File: src/rtl/scoreboard_pkg.sv
// rtl/scoreboard_pkg.sv - shared segment constants, score limit and monitor state encoding
package scoreboard_pkg;

    // Active-high segment patterns, bit order {g,f,e,d,c,b,a}
    localparam logic [6:0] SEG_0     = 7'h3F;
    localparam logic [6:0] SEG_1     = 7'h06;
    localparam logic [6:0] SEG_2     = 7'h5B;
    localparam logic [6:0] SEG_3     = 7'h4F;
    localparam logic [6:0] SEG_4     = 7'h66;
    localparam logic [6:0] SEG_5     = 7'h6D;
    localparam logic [6:0] SEG_6     = 7'h7D;
    localparam logic [6:0] SEG_7     = 7'h07;
    localparam logic [6:0] SEG_8     = 7'h7F;
    localparam logic [6:0] SEG_9     = 7'h6F;
    localparam logic [6:0] SEG_BLANK = 7'h00;

    localparam logic [6:0] SCORE_MAX = 7'd99;

    typedef enum logic [1:0] {
        ST_WAIT   = 2'd0,
        ST_LOCKED = 2'd1,
        ST_FAULT  = 2'd2
    } mon_state_t;

endpackage

File: src/rtl/seg7_digit_decoder.sv
// rtl/seg7_digit_decoder.sv - combinational 7-segment pattern to BCD digit decoder
module seg7_digit_decoder
    import scoreboard_pkg::*;
(
    input  logic [6:0] seg,
    input  logic       blank_is_zero,
    output logic [3:0] digit,
    output logic       valid
);

    // Map a legal pattern to its digit; a blank only counts as zero when allowed
    always_comb begin
        digit = 4'd0;
        valid = 1'b1;
        case (seg)
            SEG_0:     digit = 4'd0;
            SEG_1:     digit = 4'd1;
            SEG_2:     digit = 4'd2;
            SEG_3:     digit = 4'd3;
            SEG_4:     digit = 4'd4;
            SEG_5:     digit = 4'd5;
            SEG_6:     digit = 4'd6;
            SEG_7:     digit = 4'd7;
            SEG_8:     digit = 4'd8;
            SEG_9:     digit = 4'd9;
            SEG_BLANK: valid = blank_is_zero;
            default:   valid = 1'b0;
        endcase
    end

endmodule

File: src/rtl/seg7_score_monitor.sv
// rtl/seg7_score_monitor.sv - debounces and decodes a two-digit 7-segment display, classifies score changes
module seg7_score_monitor
    import scoreboard_pkg::*;
#(
    parameter int STABLE_CYCLES  = 4,
    parameter bit SEG_ACTIVE_LOW = 1'b0
)
(
    input  logic       clk_1khz_i,
    input  logic       rst_i,
    input  logic [6:0] seg_tens_i,
    input  logic [6:0] seg_ones_i,
    output logic [6:0] score_o,
    output logic       valid_o,
    output logic       err_o,
    output logic       change_o,
    output logic       inc_o,
    output logic       clr_o,
    output logic       jump_o,
    output logic [7:0] fault_cnt_o
);

    localparam logic [7:0] STABLE_LIM = 8'(STABLE_CYCLES);

    logic [13:0] pattern;
    logic [13:0] sample_q;
    logic [7:0]  cnt_q;
    logic [7:0]  cnt_d;
    logic        accept;

    logic [6:0]  tens_seg;
    logic [6:0]  ones_seg;
    logic [3:0]  tens_digit;
    logic [3:0]  ones_digit;
    logic        tens_valid;
    logic        ones_valid;
    logic        pair_valid;
    logic [6:0]  new_score;
    logic [6:0]  inc_target;

    mon_state_t  state_q;
    mon_state_t  state_d;
    logic [6:0]  score_q, score_d;
    logic        valid_q, valid_d;
    logic        err_q, err_d;
    logic        change_q, change_d;
    logic        inc_q, inc_d;
    logic        clr_q, clr_d;
    logic        jump_q, jump_d;
    logic [7:0]  fault_q, fault_d;

    assign pattern = {seg_tens_i, seg_ones_i};

    // Stability counter: restart on any difference, saturate once the pattern is trusted
    always_comb begin
        cnt_d = cnt_q;
        if (pattern != sample_q) begin
            cnt_d = 8'd1;
        end else if (cnt_q != STABLE_LIM) begin
            cnt_d = cnt_q + 8'd1;
        end
    end

    // Fire exactly once per stable period, on the edge the counter reaches the limit
    assign accept = (cnt_d == STABLE_LIM) && (cnt_q != STABLE_LIM);

    // Register the raw bus pair and the stability count every cycle
    always_ff @(posedge clk_1khz_i) begin
        if (rst_i) begin
            sample_q <= 14'd0;
            cnt_q    <= 8'd0;
        end else begin
            sample_q <= pattern;
            cnt_q    <= cnt_d;
        end
    end

    assign tens_seg = SEG_ACTIVE_LOW ? ~seg_tens_i : seg_tens_i;
    assign ones_seg = SEG_ACTIVE_LOW ? ~seg_ones_i : seg_ones_i;

    seg7_digit_decoder u_tens_dec (
        .seg           (tens_seg),
        .blank_is_zero (1'b1),
        .digit         (tens_digit),
        .valid         (tens_valid)
    );

    seg7_digit_decoder u_ones_dec (
        .seg           (ones_seg),
        .blank_is_zero (1'b0),
        .digit         (ones_digit),
        .valid         (ones_valid)
    );

    assign pair_valid = tens_valid && ones_valid;
    assign new_score  = ({3'd0, tens_digit} * 7'd10) + {3'd0, ones_digit};
    // A 99 -> 0 rollover is a normal increment, not a clear
    assign inc_target = (score_q == SCORE_MAX) ? 7'd0 : score_q + 7'd1;

    // Next-state and next-output logic, evaluated only on an accepted pattern
    always_comb begin
        state_d  = state_q;
        score_d  = score_q;
        valid_d  = valid_q;
        err_d    = err_q;
        fault_d  = fault_q;
        change_d = 1'b0;
        inc_d    = 1'b0;
        clr_d    = 1'b0;
        jump_d   = 1'b0;
        if (accept) begin
            case (state_q)
                ST_WAIT: begin
                    if (pair_valid) begin
                        state_d  = ST_LOCKED;
                        score_d  = new_score;
                        valid_d  = 1'b1;
                        change_d = 1'b1;
                    end else begin
                        state_d = ST_FAULT;
                        valid_d = 1'b0;
                        err_d   = 1'b1;
                        fault_d = (fault_q == 8'hFF) ? fault_q : fault_q + 8'd1;
                    end
                end
                ST_LOCKED: begin
                    if (pair_valid) begin
                        if (new_score != score_q) begin
                            score_d  = new_score;
                            change_d = 1'b1;
                            if (new_score == inc_target) begin
                                inc_d = 1'b1;
                            end else if (new_score == 7'd0) begin
                                clr_d = 1'b1;
                            end else begin
                                jump_d = 1'b1;
                            end
                        end
                    end else begin
                        state_d = ST_FAULT;
                        valid_d = 1'b0;
                        err_d   = 1'b1;
                        fault_d = (fault_q == 8'hFF) ? fault_q : fault_q + 8'd1;
                    end
                end
                ST_FAULT: begin
                    if (pair_valid) begin
                        state_d  = ST_LOCKED;
                        score_d  = new_score;
                        valid_d  = 1'b1;
                        err_d    = 1'b0;
                        change_d = (new_score != score_q);
                    end
                end
                default: begin
                    state_d = ST_WAIT;
                end
            endcase
        end
    end

    // State and registered outputs
    always_ff @(posedge clk_1khz_i) begin
        if (rst_i) begin
            state_q  <= ST_WAIT;
            score_q  <= 7'd0;
            valid_q  <= 1'b0;
            err_q    <= 1'b0;
            fault_q  <= 8'd0;
            change_q <= 1'b0;
            inc_q    <= 1'b0;
            clr_q    <= 1'b0;
            jump_q   <= 1'b0;
        end else begin
            state_q  <= state_d;
            score_q  <= score_d;
            valid_q  <= valid_d;
            err_q    <= err_d;
            fault_q  <= fault_d;
            change_q <= change_d;
            inc_q    <= inc_d;
            clr_q    <= clr_d;
            jump_q   <= jump_d;
        end
    end

    assign score_o     = score_q;
    assign valid_o     = valid_q;
    assign err_o       = err_q;
    assign change_o    = change_q;
    assign inc_o       = inc_q;
    assign clr_o       = clr_q;
    assign jump_o      = jump_q;
    assign fault_cnt_o = fault_q;

endmodule

File: config.mk
export PLATFORM = sky130hd
export DESIGN_NAME = seg7_score_monitor
export DESIGN_NICKNAME = d
export VERILOG_FILES = /design/src/rtl/scoreboard_pkg.sv /design/src/rtl/seg7_digit_decoder.sv /design/src/rtl/seg7_score_monitor.sv
export SDC_FILE = /design/constraint.sdc
export NUM_CORES = 1
export LEC_CHECK = 0
export BUFFER_PORTS_ARGS = -buffer_cell sky130_fd_sc_hd__buf_2
export CAP_MARGIN = 20
export CELL_PAD_IN_SITES_DETAIL_PLACEMENT = 1
export CELL_PAD_IN_SITES_GLOBAL_PLACEMENT = 1
export CORE_ASPECT_RATIO = 1.75
export CORE_MARGIN = 10
export CORE_UTILIZATION = 34
export DETAILED_ROUTE_END_ITERATION = 10
export GPL_ROUTABILITY_DRIVEN = 1
export GPL_TIMING_DRIVEN = 0
export MAX_ROUTING_LAYER = met4
export PLACE_DENSITY_LB_ADDON = 0.3
export SLEW_MARGIN = 20
export SYNTH_ARGS = -nofsm -noshare
export SYNTH_HDL_FRONTEND = slang
export SYNTH_SLANG_ARGS = --single-unit
File: constraint.sdc
create_clock -name clk_1khz_i -period 4.6 [get_ports clk_1khz_i]
set_input_delay 0 -clock clk_1khz_i [delete_from_list [all_inputs] [get_ports clk_1khz_i]]
set_output_delay 0 -clock clk_1khz_i [all_outputs]
set_load 0.005 [all_outputs]
==> results of run 1 <==
Yosys cell counts (2+ instances only):
library cell  number
or3_1              3
or4_1              2
o21ai_0            9
or2_2              3
and3b_1            2
nor4_2             3
xor2_1            10
nor2b_1           20
o21a_1             4
and4_1             2
and2_1             2
mux2i_1            7
mux2_2             2
ha_1              14
dfxtp_1           45
nor3b_1            2
fa_1               2
nor2_1            27
nor3_1             8
nand3_1           18
a31oi_1            5
a311oi_1           4
buf_2              5
nor4_1             6
xnor2_1           28
a2bb2oi_1          2
a31o_2             4
inv_1             17
nand4b_1           2
a21oi_1           18
nand4_1           14
o21ba_2            2
a211oi_1           2
nand2_1           28
clkbuf_1          17
nand3b_1           2
flip-flops by register name (all words and copies together) (netlist names):
register	count
change_o	1
clr_o	1
cnt_q	8
err_o	1
fault_cnt_o	8
inc_o	1
jump_o	1
sample_q	14
score_o	7
state_q	2
valid_o	1
metal layers:
metal,GRT usage,wire [µm]
met5,-,0
met4,0.05039,197
met3,0.02476,281
met2,0.2340,4537
met1,0.1281,3361
critical path, stage by stage:
cell and delay, ns:
buf_2 0.09, clkbuf_1 0.37, nand3_1 0.17, o32ai_1 0.55, ha_1 0.36, ha_1 0.19, inv_1 0.06, fa_1 0.42
a21boi_0 0.14, a2bb2oi_1 0.39, xor2_1 0.12, or4_1 0.44, o41ai_1 0.53, a221oi_4 0.21, mux2_1 0.36
power groups by stage:
stage | logic [mW] | registers (mW) | clock network [mW]
finish | 0.0900 | 0.400 | 0.387
CTS | 0.0911 | 0.400 | 0.398
floorplan | 0.0682 | 0.408 | 0
global placement | 0.0879 | 0.409 | 0
global route | 0.101 | 0.401 | 0.411
detailed placement | 0.0900 | 0.409 | 0
worst max path at each step:
stage,endpoint,slack (ns),startpoint,depth (start not counted)
detailed placement,score_o[4]$_SDFFE_PP0P_,0.02,seg_tens_i[5],15
CTS,score_o[4]$_SDFFE_PP0P_,0.32,seg_tens_i[5],15
finish,score_o[4]$_SDFFE_PP0P_,0.37,seg_tens_i[5],15
global route,score_o[4]$_SDFFE_PP0P_,0.05,seg_tens_i[1],17
global placement,score_o[4]$_SDFFE_PP0P_,0.13,seg_tens_i[1],17
floorplan,score_o[4]$_SDFFE_PP0P_,0.66,seg_tens_i[3],16
layout make-up:
cell class / instances / area [µm²]
well taps: 117 / 146.4
inverters: 17 / 63.81
flip-flops and latches: 45 / 900.9
plain buffers: 22 / 88.84
multi-input cells: 283 / 2011
repair buffers: 25 / 125.1
clock inverters: 1 / 8.758
fillers: 1085 / 5230
clock buffers: 7 / 152.6
logic make-up after synthesis:
kind of cell / synth area share
AO/OA/AOI/OAI: 0.1609
AND/OR/NAND/NOR: 0.2752
adder cells (fa/ha/maj): 0.07023
buffers and inverters: 0.04981
multiplexers: 0.03389
flip-flops: 0.2940
XOR/XNOR: 0.1160
==> results.toml, run 1 <==
[cells_and_area]
drive_above_1_share = 0.1475
post-route-util = 0.4007
final_area_mm2 = 0.003497
area.growth.synth_to_final_pct = 14.13
final_cell_mix = "dfxtp_1 (45), buf_2 (30), nand2_1 (28), xnor2_1 (28), nor2_1 (27)"
fin_nets = 431
n_antenna_cell = 0
final_common_cell = "dfxtp_1"
fin_cells = 517

[sta]
rsz0062_at_grt = "false"
min_period_ns = 4.229
setup_ws_ns = 0.3715
setup_tns_ns = 0
finalSetupViolCount = 0
fmax_mhz = 236.5
fin_crit_sh = 0.9192
fin_skew_ns = 0.007686
slew_violations = 0
hold_violations = 0
relSlewSlack = 0.4257
max_slew.worst_pin.slew_ns = 0.8556
hold-worst-slack_ns = 0.05874

[placed_design]
gp_congestion = 0.8209
portBuffers = 25
place_area_mm2 = 0.003336
post-place-ws_ns = 0.02409
dpl.cell_count = 509
hpwlAfterDp_um = 6677

[pwr]
seqPwrFrac = 0.456
power_uw = 877.0
switchingPower_uw = 212.0
switching_share = 0.2417
p_leak_nw = 1.320
p_int_uw = 665.0
clkPwrFrac = 0.441
power_frac_comb = 0.103
peakVddDrop_mv = 0.1727
power_density_mw_per_mm2 = 250.8

[drt]
vias_per_cell = 5.319
drt_first_pass_iters = 4
wl_um = 8378
vias = 2750
drc = 0
initialDrtViolationCount = 84
wl_per_cell_um = 16.21
ant_nets = 0

[clock_tree]
cts_tree = "done"
clk_latency_ns = 0.29
cts_inserted_buffers = 5
clk_pin_slew_ns = 0.06
h-tree-depth = 2
clock-sinks = 45
postCtsSetupBuffers = 0
hold_buffers = 0
root_buffer = "clkbuf_16"
cts_resized = 0
clockBufferDepth = 2

[synth]
synth.avg_cell_area_um2 = 8.349
netlist-cell-type-count = 62
ys_seq_area_frac = 0.2940
synth_top_area_cell = "dfxtp_1"
synth_seq_cells = 45
synth_edf_count = 0
syn_inst = 367
synth_ff_type = "dfxtp_1"
synthTopCellsByArea = "dfxtp_1 (29%), xnor2_1 (8.0%), ha_1 (5.7%)"
async_reset_ff_frac = 0
syn-num-nets = 399
yosys_warnings = 0
synth_top_cell_area_share = 0.2940
syn-cell-area_mm2 = 0.003064

[hold_path]
hold_class = "primary input to flip-flop"
worstHoldStart = "seg_tens_i[4]"
whs_path_depth = 2
hold_path_end = "sample_q[11]$_SDFF_PP0_"

[floorplanning]
fp.dieW_um = 91.76
die_h_um = 145.6
core.rowCount = 45
pin_count = 37
initial_core_util = 0.3511
core-area_mm2 = 0.008727
dieArea_mm2 = 0.01336

[setup_path]
end_kind = "flip-flop"
ff2ff_path_depth = 9
cp-start-kind = "primary input"
r2r_end = "fault_cnt_o[5]$_SDFFE_PP0P_"
path_max_fanout = 10
arrival_ns = 4.40
required_ns = 4.77
r2r_slack_ns = 1.72
r2r_start = "cnt_q[0]$_SDFF_PP0_"
worstSetupPathType = "primary input to flip-flop"

[grt]
gr-total-overflow = 0
grt_pass1_wl_um = 13900
antenna_found_initial = 0
grt_pass1_vias = 2887
grt_max_degree = 15
track_usage = 0.1278

[outcome]
outcome = "complete, no violations"

[run]
max_cap_violations = 0
Power figures use the tool's default switching activity.
==> run 2: changes to the inputs <==
CORE_ASPECT_RATIO = 1.1   (was 1.75)
==> run 2 against run 1 <==
Critical path depth increased by 2; total power decreased by 15%; global-route usage decreased by 0.072 points; clock skew decreased by 0.0031 ns; first-iteration DRC count increased by 21%; design area decreased by 2.1%; sequential power about the same.
==> results.toml, run 2 (synthesis results as in run 1) <==
[outcome]
outcome = "complete, no violations"

[floorplanning]
core-area_mm2 = 0.008828
dieArea_mm2 = 0.01321
die_h_um = 119.6
fp.dieW_um = 110.5
pin_count = 37
core.rowCount = 36
initial_core_util = 0.3471

[cells_and_area]
largest_register_ffs = 14
seqCellArea_um2 = 900.9
final_cell_mix = "dfxtp_1 (45), buf_2 (30), nand2_1 (28), xnor2_1 (28), nor2_1 (27)"
final_common_cell = "dfxtp_1"
final_area_mm2 = 0.003422
area.growth.synth_to_final_pct = 11.68
fin_nets = 431
regMostFlops = "sample_q"
multi_input_area_mm2 = 0.002017
drive_above_1_share = 0.1450
n_antenna_cell = 0
fillers = 1100
fin_cells = 514

[grt]
gr-total-overflow = 0
grt_max_degree = 14
grt_pass1_vias = 2899
antenna_found_initial = 0
grt_pass1_wl_um = 14140
track_usage = 0.1271

[hold_path]
hold_class = "primary input to flip-flop"
worstHoldStart = "seg_tens_i[6]"
whs_path_depth = 2
hold_path_end = "sample_q[13]$_SDFF_PP0_"

[clock_tree]
clock-sinks = 45
hold_buffers = 0
cts_inserted_buffers = 5
clk_latency_ns = 0.30
h-tree-depth = 2
postCtsSetupBuffers = 0
clockBufferDepth = 2
root_buffer = "clkbuf_8"
cts_tree = "done"
clk_pin_slew_ns = 0.09

[setup_path]
r2r_end = "fault_cnt_o[5]$_SDFFE_PP0P_"
required_ns = 4.79
cp-start-kind = "primary input"
r2r_start = "cnt_q[0]$_SDFF_PP0_"
arrival_ns = 4.36
r2r_slack_ns = 1.72
critPathLaunch = "seg_tens_i[1]"
ff2ff_path_depth = 9
end_kind = "flip-flop"
path_max_fanout = 10
worstSetupPathType = "primary input to flip-flop"

[sta]
rsz0062_at_grt = "false"
hold_violations = 0
fin_skew_ns = 0.004605
hold-worst-slack_ns = 0.02759
fmax_mhz = 239.5
min_period_ns = 4.175
setup_tns_ns = 0
relSlewSlack = 0.4499
max_slew.worst_pin.slew_ns = 0.8196
finalSetupViolCount = 0
fin_crit_sh = 0.9076
slew_violations = 0

[pwr]
power_uw = 742.2
peakVddDrop_mv = 0.1021
p_leak_nw = 1.278
power_density_mw_per_mm2 = 216.9

[drt]
drc = 0
vias_per_cell = 5.323
wl_per_cell_um = 15.67
vias = 2736
ant_nets = 0
drt_first_pass_iters = 4
initialDrtViolationCount = 102
wl_um = 8054

[placed_design]
portBuffers = 25
hpwlAfterDp_um = 6226
gp_congestion = 0.8148
place_area_mm2 = 0.003332
dpl.cell_count = 506

[run]
max_cap_violations = 0
## run 2: changes by cell type in the layout (fill, tap and decap cells not counted), sizes merged
cell | before | now
clkinvlp | 0 | 1
inv | 18 | 17
## run 2: area by class of cell
| class | count | share of cell area |
|---|---|---|
| Tap cell | 114 | 0.04168 |
| Clock buffer | 7 | 0.02230 |
| Clock inverter | 1 | 0.002194 |
| Inverter | 17 | 0.01865 |
| Multi-Input combinational cell | 283 | 0.5894 |
| Timing Repair Buffer | 25 | 0.03656 |
| Buffer | 22 | 0.02596 |
| Sequential cell | 45 | 0.2633 |
## run 2: stage by stage
| step | utilization | worst slack (ns) |
|---|---|---|
| floorplan | - | 0.6603 |
| global placement | 0.3774 | -0.02569 |
| detailed placement | 0.3774 | -0.02236 |
| CTS | 0.3869 | 0.2786 |
| global route | 0.3876 | 0.09833 |
| finish | 0.3876 | 0.4249 |
## run 2: metal layers
| metal | GRT usage | wire length [µm] | vias to the layer above |
|---|---|---|---|
| met1 | 0.1536 | 3881 | 1329 |
| li1 | - | - | 1372 |
| met2 | 0.2164 | 3949 | 31 |
| met4 | 0.03176 | 54 | 0 |
| met3 | 0.01943 | 168 | 4 |
| met5 | - | 0 | - |
## run 2: where the power goes
| group | total (mW) | switching, mW | internal [mW] |
|---|---|---|---|
| Combinational | 0.0898 | 0.0545 | 0.0353 |
| Sequential | 0.400 | 0.00332 | 0.396 |
| Clock | 0.253 | 0.145 | 0.108 |
## run 2: worst max-delay path by stage
stage                               to  slack (ns)
2_1_floorplan  score_o[4]$_SDFFE_PP0P_        0.66
3_3_place_gp   score_o[4]$_SDFFE_PP0P_       -0.03
3_5_place_dp   score_o[4]$_SDFFE_PP0P_       -0.02
4_1_cts        score_o[4]$_SDFFE_PP0P_        0.28
5_1_grt        score_o[4]$_SDFFE_PP0P_         0.1
6_report       score_o[4]$_SDFFE_PP0P_        0.42
## run 2: worst max-delay path: stages
cell and delay [ns]:
buf_2 0.10, clkbuf_1 0.34, nand2_1 0.13, nor3_1 0.19
a21oi_1 0.09, o32ai_1 0.33, ha_1 0.36, ha_1 0.19
inv_1 0.06, fa_1 0.42, a21boi_0 0.15, a2bb2oi_2 0.31
xor2_1 0.12, or4_1 0.45, o41ai_1 0.53, a221oi_4 0.22
mux2_1 0.37
## run 2: timing repair
action | CTS | global route
endpoints found under the setup margin | 0 | 2
gates resized for setup | 0 | 1
hold endpoints to repair | 0 | 0
==> run 3: changes to the inputs <==
CORE_UTILIZATION = 44   (was 34)
==> run 3 against run 2 <==
Largest cell class unchanged; non-clock buffer count unchanged; highest routed layer unchanged; cell count decreased by 6.2%; clock skew about the same; critical path depth unchanged; combinational power increased by 2%; total power increased by 8.9%.
==> results.toml, run 3 (synthesis results as in run 1) <==
[clock_tree]
h-tree-depth = 2
clk_pin_slew_ns = 0.08
root_buffer = "clkbuf_8"
clockBufferDepth = 2
clk_latency_ns = 0.31
hold_buffers = 0
cts_inserted_buffers = 5
clock-sinks = 45
postCtsSetupBuffers = 0
cts_tree = "done"
cts_resized = 0

[cells_and_area]
final_cell_mix = "dfxtp_1 (45), buf_2 (30), nand2_1 (28), xnor2_1 (28), nor2_1 (27)"
final_area_mm2 = 0.003416
largest_register_ffs = 14
n_antenna_cell = 0
area.growth.synth_to_final_pct = 11.47
final_common_cell = "dfxtp_1"
regMostFlops = "sample_q"
fin_nets = 431
drive_above_1_share = 0.1475

[run]
max_cap_violations = 0

[drt]
top_layer = "met4"
drc = 0
vias = 2756
wl_um = 8145
wl_met3_um = 211
wl_met1_um = 3656
wl_met2_um = 4056
drt_first_pass_iters = 4
vias_per_cell = 5.718
initialDrtViolationCount = 67
ant_nets = 0
wl_per_cell_um = 16.90

[placed_design]
place_area_mm2 = 0.003292
post-place-ws_ns = 0.05499
gp_congestion = 0.8510
hpwlAfterDp_um = 6124
portBuffers = 25

[sta]
finalSetupViolCount = 0
rsz0062_at_grt = "false"
min_period_ns = 4.225
fin_skew_ns = 0.004735
hold_violations = 0
slew_violations = 0
setup_tns_ns = 0
relSlewSlack = 0.4599
max_slew.worst_pin.slew_ns = 0.8047
setup_ws_ns = 0.3755
fin_crit_sh = 0.9184
fmax_mhz = 236.7

[pwr]
switching_share = 0.2468
p_leak_nw = 1.299
switchingPower_uw = 199.5
power_density_mw_per_mm2 = 236.7
clkPwrFrac = 0.393
power_frac_comb = 0.113
p_int_uw = 608.9
seqPwrFrac = 0.494
peakVddDrop_mv = 0.1634

[grt]
track_usage = 0.1588
grt_max_degree = 14
grt_pass1_vias = 2997
gr-total-overflow = 0
antenna_found_initial = 0
grt_pass1_wl_um = 14010

[setup_path]
cpMostUsedCell = "ha_1"
cp_slowest_cell = "o41ai_1"
required_ns = 4.80
max_stage_delay_ns = 0.51
critPathLaunch = "seg_tens_i[1]"
arrival_ns = 4.43
path_max_fanout = 10
cp-start-kind = "primary input"
end_kind = "flip-flop"
r2r_start = "cnt_q[0]$_SDFF_PP0_"
worstSetupPathType = "primary input to flip-flop"
cp_cell_sequence = "buf_2 -> clkbuf_1 -> nand2_1 -> nor3_1 -> a21oi_1 -> o32ai_2 -> ha_1 -> ha_1 -> inv_1 -> fa_1 -> a21boi_0 -> a2bb2oi_1 -> xor2_1 -> or4_1 -> o41ai_1 -> a221oi_4 -> mux2_1"

[floorplanning]
dieArea_mm2 = 0.01071
initial_core_util = 0.4593
fp.dieW_um = 99.57
pin_count = 37
core.rowCount = 31
core-area_mm2 = 0.006671
die_h_um = 107.5

[hold_path]
worstHoldStart = "seg_tens_i[6]"
hold_class = "primary input to flip-flop"

[outcome]
outcome = "complete, no violations"
## run 3: per-stage QoR
| step | util | std cells | hold WS [ns] | power [mW] |
|---|---|---|---|---|
| 2_1_floorplan | - | 367 | 0.2057 | 0.4764 |
| 3_3_place_gp | 0.4934 | 474 | 0.3466 | 0.4949 |
| 3_5_place_dp | 0.4934 | 474 | 0.3509 | 0.4987 |
| 4_1_cts | 0.5109 | 482 | 0.02621 | 0.8153 |
| 5_1_grt | 0.5120 | 482 | 0.03876 | 0.8376 |
| 6_report | 0.5120 | 482 | 0.02615 | 0.8085 |
## run 3: path summary, 6_finish.rpt
kind	end	slack [ns]	cells after the start
worst max-delay path	score_o[4]$_SDFFE_PP0P_	0.38	17
worst min-delay path	sample_q[13]$_SDFF_PP0_	0.03	2
worst min register to register	score_o[6]$_SDFFE_PP0P_	0.52	2
worst max register to register	fault_cnt_o[5]$_SDFFE_PP0P_	1.64	9
## run 3: final cells by class
| type | instances | area, µm² |
|---|---|---|
| clock inverter | 1 | 30.03 |
| clock buffer | 7 | 86.33 |
| buffer | 22 | 88.84 |
| inverter | 17 | 63.81 |
| multi-input combinational | 283 | 2018 |
| sequential | 45 | 900.9 |
| tap | 82 | 102.6 |
| timing repair buffer | 25 | 125.1 |
| fill | 856 | 3256 |
## run 3: critical path, delay by kind of cell
kind | cells | cell delay, ns
adders and majority gates | 3 | 0.94
AOI/OAI and AO/OA | 6 | 1.64
xor gates and xnor gates | 1 | 0.13
buffers and inverters | 3 | 0.53
and+or+nand+nor | 3 | 0.82
muxes | 1 | 0.35
## run 3: power groups by stage
stage	clock network, mW	logic [mW]	registers, mW
after CTS	0.325	0.0908	0.400
final	0.318	0.0912	0.400
after global routing	0.336	0.101	0.400
after global placement	0	0.0864	0.409
after detailed placement	0	0.0897	0.409
after floorplan	0	0.0682	0.408
## run 3: routing by layer
layer | vias up | GRT usage
li1 | 1370 | -
met2 | 44 | 0.2714
met5 | - | -
met3 | 20 | 0.02569
met4 | 0 | 0.06455
met1 | 1322 | 0.1801
